--- config.mk ---
export PLATFORM = sky130hd
export DESIGN_NAME = bram_arbiter
export DESIGN_NICKNAME = d
export VERILOG_FILES = /design/src/rtl/bram_arbiter.sv
export SDC_FILE = /design/constraint.sdc
export NUM_CORES = 1
export LEC_CHECK = 0
export ABC_AREA = 1
export CORE_ASPECT_RATIO = 0.9
export CORE_MARGIN = 1
export CORE_UTILIZATION = 42
export CTS_BUF_LIST = sky130_fd_sc_hd__clkbuf_16
export DETAILED_ROUTE_END_ITERATION = 6
export GPL_ROUTABILITY_DRIVEN = 0
export PLACE_DENSITY = 0.8
export SKIP_CTS_REPAIR_TIMING = 1
export SLEW_MARGIN = 20
export SYNTH_ARGS = -nofsm -noshare
export SYNTH_HDL_FRONTEND = slang
export SYNTH_SLANG_ARGS = --single-unit
--- constraint.sdc ---
create_clock -name sys_clk -period 1.8 [get_ports sys_clk]
set_clock_uncertainty 0.15 [all_clocks]
set_input_delay 0.54 -clock sys_clk [delete_from_list [all_inputs] [get_ports sys_clk]]
set_output_delay 0.54 -clock sys_clk [all_outputs]
set_load 0.01 [all_outputs]
--- src/rtl/bram_arbiter.sv ---
// bram_arbiter: round-robin two-port arbiter in front of one 32-bit read-before-write BRAM
module bram_arbiter #(
  parameter int ADR_WIDTH = 11
) (
  input  logic        sys_clk,
  input  logic        sys_rst,
  input  logic        p0_req,
  input  logic        p0_we,
  input  logic [15:0] p0_adr,
  input  logic [31:0] p0_wdat,
  output logic        p0_ack,
  output logic        p0_err,
  output logic [31:0] p0_rdat,
  input  logic        p1_req,
  input  logic        p1_we,
  input  logic [15:0] p1_adr,
  input  logic [31:0] p1_wdat,
  output logic        p1_ack,
  output logic        p1_err,
  output logic [31:0] p1_rdat,
  output logic [15:0] mem_a,
  output logic [31:0] mem_do,
  output logic        mem_we,
  input  logic [31:0] mem_di
);
  typedef enum logic [1:0] {IDLE, ISSUE, CAPTURE, ACK} state_t;
  state_t      r_state, w_next;
  logic        r_id, r_last, r_oor;
  logic [31:0] r_cap;
  logic        w_any, w_win, w_oor;
  logic [15:0] w_adr;
  always_comb begin
    w_any  = p0_req | p1_req;
    w_win  = (p0_req & p1_req) ? ~r_last : p1_req;
    w_adr  = w_win ? p1_adr : p0_adr;
    w_oor  = (w_adr >> ADR_WIDTH) != 16'd0;
    w_next = r_state == IDLE    ? (w_any ? ISSUE : IDLE) :
             r_state == ISSUE   ? CAPTURE :
             r_state == CAPTURE ? ACK : IDLE;
  end
  // read data is captured a cycle early and published together with ack so rdat only changes on ack
  always_ff @(posedge sys_clk) begin
    if (sys_rst) begin
      r_state <= IDLE;
      r_id    <= 1'b0;
      r_last  <= 1'b1;
      r_oor   <= 1'b0;
      r_cap   <= 32'd0;
      mem_a   <= 16'd0;
      mem_do  <= 32'd0;
      mem_we  <= 1'b0;
      p0_ack  <= 1'b0;
      p0_err  <= 1'b0;
      p0_rdat <= 32'd0;
      p1_ack  <= 1'b0;
      p1_err  <= 1'b0;
      p1_rdat <= 32'd0;
    end else begin
      r_state <= w_next;
      mem_we  <= 1'b0;
      p0_ack  <= 1'b0;
      p0_err  <= 1'b0;
      p1_ack  <= 1'b0;
      p1_err  <= 1'b0;
      if (r_state == IDLE && w_any) begin
        r_id   <= w_win;
        r_last <= w_win;
        r_oor  <= w_oor;
        mem_a  <= w_adr;
        mem_do <= w_win ? p1_wdat : p0_wdat;
        mem_we <= (w_win ? p1_we : p0_we) & ~w_oor;
      end
      if (r_state == CAPTURE) r_cap <= r_oor ? 32'd0 : mem_di;
      if (r_state == ACK && r_id) begin
        p1_ack  <= 1'b1;
        p1_err  <= r_oor;
        p1_rdat <= r_cap;
      end
      if (r_state == ACK && !r_id) begin
        p0_ack  <= 1'b1;
        p0_err  <= r_oor;
        p0_rdat <= r_cap;
      end
    end
  end
endmodule
==> results of run 1 <==
[synthesized netlist by cell type]
library cell / count / share of area
buf_4: 5 / 0.0064
a31oi_1: 47 / 0.050
nand3_1: 39 / 0.034
nand2_1: 107 / 0.069
clkbuf_1: 34 / 0.022
inv_1: 38 / 0.024
ha_1: 4 / 0.0086
a21oi_1: 99 / 0.085
buf_1: 1 / 0.00064
o21ai_4: 1 / 0.0028
or2_2: 32 / 0.034
nor2_1: 8 / 0.0052
buf_2: 13 / 0.011
inv_2: 3 / 0.0019
o21ai_1: 2 / 0.0017
clkinv_1: 2 / 0.0013
buf_6: 6 / 0.012
o21ai_0: 110 / 0.095
dfxtp_1: 154 / 0.53
nor3_1: 3 / 0.0026
nor3b_1: 1 / 0.0013
nand2_2: 2 / 0.0021
[layer usage]
metal | track usage | vias up
met4 | 0.08112 | 0
met1 | 0.3146 | 2666
met2 | 0.3948 | 193
li1 | - | 2875
met5 | 0 | -
met3 | 0.05910 | 27
[kinds of logic (layout without fill, tap and decap cells)]
family,count (synthesis),in the layout,share of synthesized area
simple gates,192,192,0.1480
flops,154,154,0.5293
compound gates,259,259,0.2346
fa+ha+maj,4,4,0.008593
buf+inv,102,350,0.07948
[path summary, 6_finish.rpt]
kind	cells past startpoint	to	slack, ps	from
worst max-delay path	6	mem_a[4]$_SDFFE_PP0N_	60	p0_req
worst min-delay path	2	p1_rdat[30]$_SDFFE_PP0N_	310	r_cap[30]$_SDFFE_PP0N_
worst max register to register	7	mem_a[4]$_SDFFE_PP0N_	170	r_state[0]$_SDFF_PP0_
worst min register to register	2	p1_rdat[30]$_SDFFE_PP0N_	310	r_cap[30]$_SDFFE_PP0N_
[per-stage QoR]
step / hold WS [ps] / instances
2_1_floorplan: 291.4 / 711
3_3_place_gp: 306.5 / 1095
3_5_place_dp: 305.3 / 1095
4_1_cts: 318.5 / 1127
5_1_grt: 336.9 / 1127
6_report: 314.8 / 1127
[critical path, delay by kind of cell]
kind,cells,cell delay (ps)
buf+inv,2,790
simple gates,3,360
compound gates,1,220
[power by group]
group	switching, W	internal [W]
registers	0.0000748	0.00357
clock network	0.00139	0.00216
logic	0.000569	0.000664
[state kept, by name, summed over array words and instances (netlist names)]
signal	cells
p0_ack	1
p0_rdat	32
r_last	1
r_state	2
p1_ack	1
mem_we	1
r_oor	1
p0_err	1
r_id	1
p1_rdat	32
mem_a	16
r_cap	32
p1_err	1
mem_do	32
[cell type report]
cell class / instances / area [um2] / share of cell area
tap: 168 / 210.2 / 0.02229
multi-input combinational: 455 / 2291 / 0.2429
clock buffer: 17 / 425.4 / 0.04510
inverter: 43 / 161.4 / 0.01711
timing repair buffer: 275 / 3103 / 0.3290
sequential: 154 / 3083 / 0.3269
clock inverter: 15 / 157.7 / 0.01672
==> summary.txt, run 1 <==
Outcome
  • Status: complete, no violations

Clock tree
  • CTS tree: yes
  • Clock Latency Late Sink: roughly 410 ps
  • Root Buffer: clkbuf_16
  • Clock slew at reported path FFs: around 60 ps
  • Num CTS Buffers: 17
  • Clock Sinks: roughly 150
  • H-Tree Depth: 4
  • Clock Tree Buf Depth: 2

Timing
  • Worst slew margin: 0.7334
  • Final Max Tran Viols: 0
  • Minimum clock period after layout: around 1700 ps
  • Max Freq: between 500 and 600 MHz
  • Final setup viols: 0
  • Hold violation count in the final report: 0
  • Setup TNS: 0 ps
  • Slew @ Worst Pin: 399.9 ps
  • RSZ-0062 raised after global routing: no
  • Setup WS post-layout: 55.23 ps
  • Final Cycle Share: 0.9693

Synthesis
  • Mean Syn Cell Area: slightly above 8 um2
  • Sequential area share after synthesis: 0.5293
  • Yosys warnings: 0
  • Post-synthesis net count: ~850
  • Synth unique cells: 22
  • #FFs+latches synth: 154
  • Cells after Synth: just over 700
  • Synth Cell Area: 5824 um2

Worst setup path
  • CP Class: input port to flop
  • CP cell instances: clkdlybuf4s50_1 -> nand2_1 -> nand2_2 -> buf_4 -> nand2_1 -> a31oi_1
  • CP most frequent cell: nand2_1
  • Critical Path Start Type: input port
  • Crit Path Max Fanout: 23
  • Crit path DAT: 1920 ps
  • Max stage delay cell, worst path: clkdlybuf4s50_1
  • Worst setup EP type: flop
  • Worst path required time: between 1500 and 2000 ps
  • Worst path max stage delay: about 500 ps

Die
  • Initial Util: 0.4326
  • Site Rows: 40
  • Die area: between 10000 and 15000 um2
  • Die Ht: about 110 um
  • Core ar.: roughly 13000 um2
  • Ports: 251
  • DIE WIDTH: between 100 and 150 um

Routing
  • Vias per std cell: around 5.1
  • Drt pass-1 iters: 5
  • Iteration-0 DRC Markers: 373
  • Met3 Wirelength: between 800 and 900 um
  • Avg WL per Cell: between 15 and 20 um
  • DR vias: approximately 5800
  • Routed wl met2: approximately 8700 um
  • Highest Signal Layer: met4
  • Final ANT Viol Nets: 0
  • Final WL: around 18000 um
  • Met1 wire length: between 7000 and 8000 um
  • Residual DRC: 0

Run
  • Max_cap viols: 0

Pwr
  • Pwr Total: approximately 0.0084 W
  • P_leak: 5.393 nW
  • PD cells: slightly below 900 nW/um2
  • Peak supply drop: 839.6 uV

Final layout
  • # nets final: roughly 1100
  • Commonest non-fill, non-tap cell in the layout: dfxtp_1
  • Most frequent cells in the layout: 154 x dfxtp_1, 132 x clkdlybuf4s50_1, 117 x dlymetal6s2s_1
  • Ant. Diodes: 0
  • Area grow syn2layout: 61.93%
  • Fill count: 1032
  • Share of post-route cells with drive strength above 1: 0.09698
  • Final core occ: 0.7006
  • Final instance area: between 9000 and 10000 um2

Placed design
  • Place WS: -291.5 ps
  • Area of placed instances: approximately 8600 um2
  • Port bufs: 250
  • Hpwl dp: between 10000 and 15000 um

Hold path
  • Min-Delay Path Class: flop to flop

Global route
  • Aggregate global-route resource usage: 0.2421
  • Total gr overflow: 0
  • Largest net degree at the start of global routing: between 60 and 70
  • First-pass GRT wire length: between 20000 and 30000 um
  • Vias in the first global route: 5332
  • Initial antenna violation count: 0
No activity file was read; power rests on OpenSTA's default activity.
==> run 2: changes to the inputs <==
Settings changed: SKIP_CTS_REPAIR_TIMING 1 to not set.
==> run 2 against run 1 <==
Effect of this change:
- via count down 0.17%
- critical path depth down 5
- combinational power down 5%
- fmax about the same
- highest routed layer unchanged
- sequential share of layout area up 1.6 points
- sequential power about the same
==> summary.txt, run 2 (synthesized netlist as in run 1, its figures left out) <==
Outcome
  • Status: complete, no violations

Routing
  • Met3 Wirelength: 846 um (-4.3%)
  • DR vias: 5751 (-0.17%)
  • Final ANT Viol Nets: 0 (unchanged)
  • Residual DRC: 0 (unchanged)
  • Routed wl met2: 8335 um (-4.5%)
  • Iteration-0 DRC Markers: 414 (+11%)
  • Avg WL per Cell: 15.46 um (-2.3%)
  • Drt pass-1 iters: 4 (-1)
  • Vias per std cell: 5.103 (-0.17%)
  • Highest Signal Layer: met4
  • Met1 wire length: 7947 um (-0.10%)
  • Final WL: 17420 um (-2.3%)

Die
  • Site Rows: 40 (unchanged)
  • Die Ht: 113.7 um (unchanged)
  • Ports: 251 (unchanged)
  • DIE WIDTH: 126.1 um (unchanged)
  • Initial Util: 0.4326 (unchanged)
  • Core ar.: 13460 um2 (unchanged)
  • Die area: 14340 um2 (unchanged)

Final layout
  • Fill count: 1135 (+10%)
  • Sequential cell area: 3083 um2 (unchanged)
  • Final instance area: 8992 um2 (-4.7%)
  • Non-filler cells in the finished layout: 1127 (unchanged)
  • Area grow syn2layout: 54.39%
  • Share of post-route cells with drive strength above 1: 0.09802 (+0.001043)
  • Commonest non-fill, non-tap cell in the layout: dfxtp_1
  • Ant. Diodes: 0 (unchanged)
  • Most frequent cells in the layout: 154 x dfxtp_1, 132 x clkdlybuf4s50_1, 113 x dlygate4sd2_1
  • Multi-input logic area: 2291 um2 (unchanged)
  • # nets final: 1084 (unchanged)

Timing
  • RSZ-0062 raised after global routing: no
  • Final setup viols: 0 (unchanged)
  • Final Cycle Share: 0.9687 (about the same)
  • Max Freq: 573.5 MHz (about the same)
  • Slew @ Worst Pin: 397.9 ps (-2.072 ps)
  • Worst slew margin: 0.7348 (+0.001381)
  • Hold violation count in the final report: 0 (unchanged)
  • Setup TNS: 0 ps (unchanged)
  • Final Max Tran Viols: 0 (unchanged)
  • Minimum clock period after layout: 1744 ps (-1.153 ps)

Placed design
  • Hpwl dp: 11500 um (unchanged)
  • Placed cell count: 1095 (unchanged)
  • Port bufs: 250 (unchanged)
  • Area of placed instances: 8553 um2 (unchanged)

Worst setup path
  • Crit path max-delay family: flip-flops
  • Buf+Inv Stages, Crit Path: 1 (-1)
  • CP Class: flop to primary output
  • Crit Path Max Fanout: 2 (-91%)
  • Max stage delay cell, worst path: dfxtp_1
  • Worst setup EP type: primary output
  • R2r setup slk: 200 ps (+30 ps)
  • Crit path DAT: 1050 ps (-870 ps)
  • Worst path required time: 1110 ps (-870 ps)
  • Worst path max stage delay: 380 ps (-110 ps)
  • Critical Path Start Type: flop
  • CP cell instances: clkdlybuf4s15_1

Global route
  • First-pass GRT wire length: 27430 um (+0.33%)
  • Initial antenna violation count: 0 (unchanged)
  • Aggregate global-route resource usage: 0.2430 (+0.0009216)
  • Total gr overflow: 0 (unchanged)
  • Largest net degree at the start of global routing: 66 (unchanged)
  • Vias in the first global route: 5345 (+0.24%)

Pwr
  • PD cells: 929.6 nW/um2 (+4.1%)
  • P_leak: 3.894 nW (-28%)
  • Peak supply drop: 821.4 uV (-2.2%)
  • Pwr Total: 0.008360 W (-0.79%)
  • Clock share of power: 0.424 (+0.003)
  • Cell Int Power: 0.006331 W (-0.94%)
  • Comb pwr share: 0.140 (-0.006)
  • Switching fraction of total power: 0.2426 (+0.001104)
  • P_sw: 0.002028 W (-0.34%)
  • Sequential fraction of design power: 0.436 (+0.003)

Clock tree
  • Clock slew at reported path FFs: 70 ps (about the same)
  • H-Tree Depth: 4 (unchanged)
  • Clock Latency Late Sink: 420 ps (about the same)
  • CTS tree: yes
  • Clock Sinks: 154 (unchanged)
  • Post-CTS repair timing setup buffer count: 0
  • Root Buffer: clkbuf_16
  • Num CTS Buffers: 17 (unchanged)
  • Clock Tree Buf Depth: 2 (unchanged)

Hold path
  • Min-Delay Path Class: flop to flop

Run
  • Max_cap viols: 0 (unchanged)
run 2: cell count changes in the layout (fill, tap and decap cells not counted):
cell,change
clkbuf_2,+1
clkdlybuf4s15_1,+3
dlygate4sd2_1,+113
dlymetal6s2s_1,-117
run 2: per-stage QoR:
stage	setup slack, ps	util	hold slack, ps
finish	56.39	0.6679	315.3
global route	8.935	0.6679	336.7
CTS	15.68	0.6678	318.5
detailed placement	-291.5	0.6353	305.3
global placement	-222.1	0.6353	306.5
floorplan	250.7	-	291.4
run 2: what timing repair did:
action                                 in CTS  in global routing
endpoints found under the hold margin       0                  0
gates resized for setup                   118                  5
pin swaps                                   0                  0
hold buffers                                0                  0
setup endpoints to repair                 117                  5
run 2: per-layer routing:
metal / GRT usage / up-vias
li1: - / 2873
met1: 0.3167 / 2670
met2: 0.3952 / 182
met3: 0.05769 / 26
met4: 0.08434 / 0
met5: 0 / -
run 2: power groups by stage:
stage | Sequential [W] | Combinational, W | Clock, W
finish | 0.00365 | 0.00117 | 0.00354
floorplan | 0.00378 | 0.000456 | 0
global placement | 0.00372 | 0.00125 | 0
detailed placement | 0.00372 | 0.00126 | 0
CTS | 0.00365 | 0.00117 | 0.00360
global route | 0.00366 | 0.00127 | 0.00377
run 2: final timing paths:
| check | cells past startpoint | start | end |
|---|---|---|---|
| worst max register to register | 7 | r_state[0]$_SDFF_PP0_ | mem_do[11]$_SDFFE_PP0N_ |
| worst min register to register | 2 | r_cap[30]$_SDFFE_PP0N_ | p1_rdat[30]$_SDFFE_PP0N_ |
| worst min-delay path | 2 | r_cap[30]$_SDFFE_PP0N_ | p1_rdat[30]$_SDFFE_PP0N_ |
| worst max-delay path | 1 | mem_do[19]$_SDFFE_PP0N_ | mem_do[19] |
run 2: final cells by class:
class / count / share of cell area
multi-input combinational: 455 / 0.2548
clock inverter: 15 / 0.01753
inverter: 43 / 0.01795
timing repair buffer: 275 / 0.2962
clock buffer: 17 / 0.04731
tap: 168 / 0.02338
sequential: 154 / 0.3428
==> run 3: changes to the inputs <==
Settings changed: ABC_CLOCK_PERIOD_IN_PS set to 1800, TNS_END_PERCENT set to 10.
==> results of run 3 <==
Same layout as run 2: the final DEF is identical, and so are final timing and power.
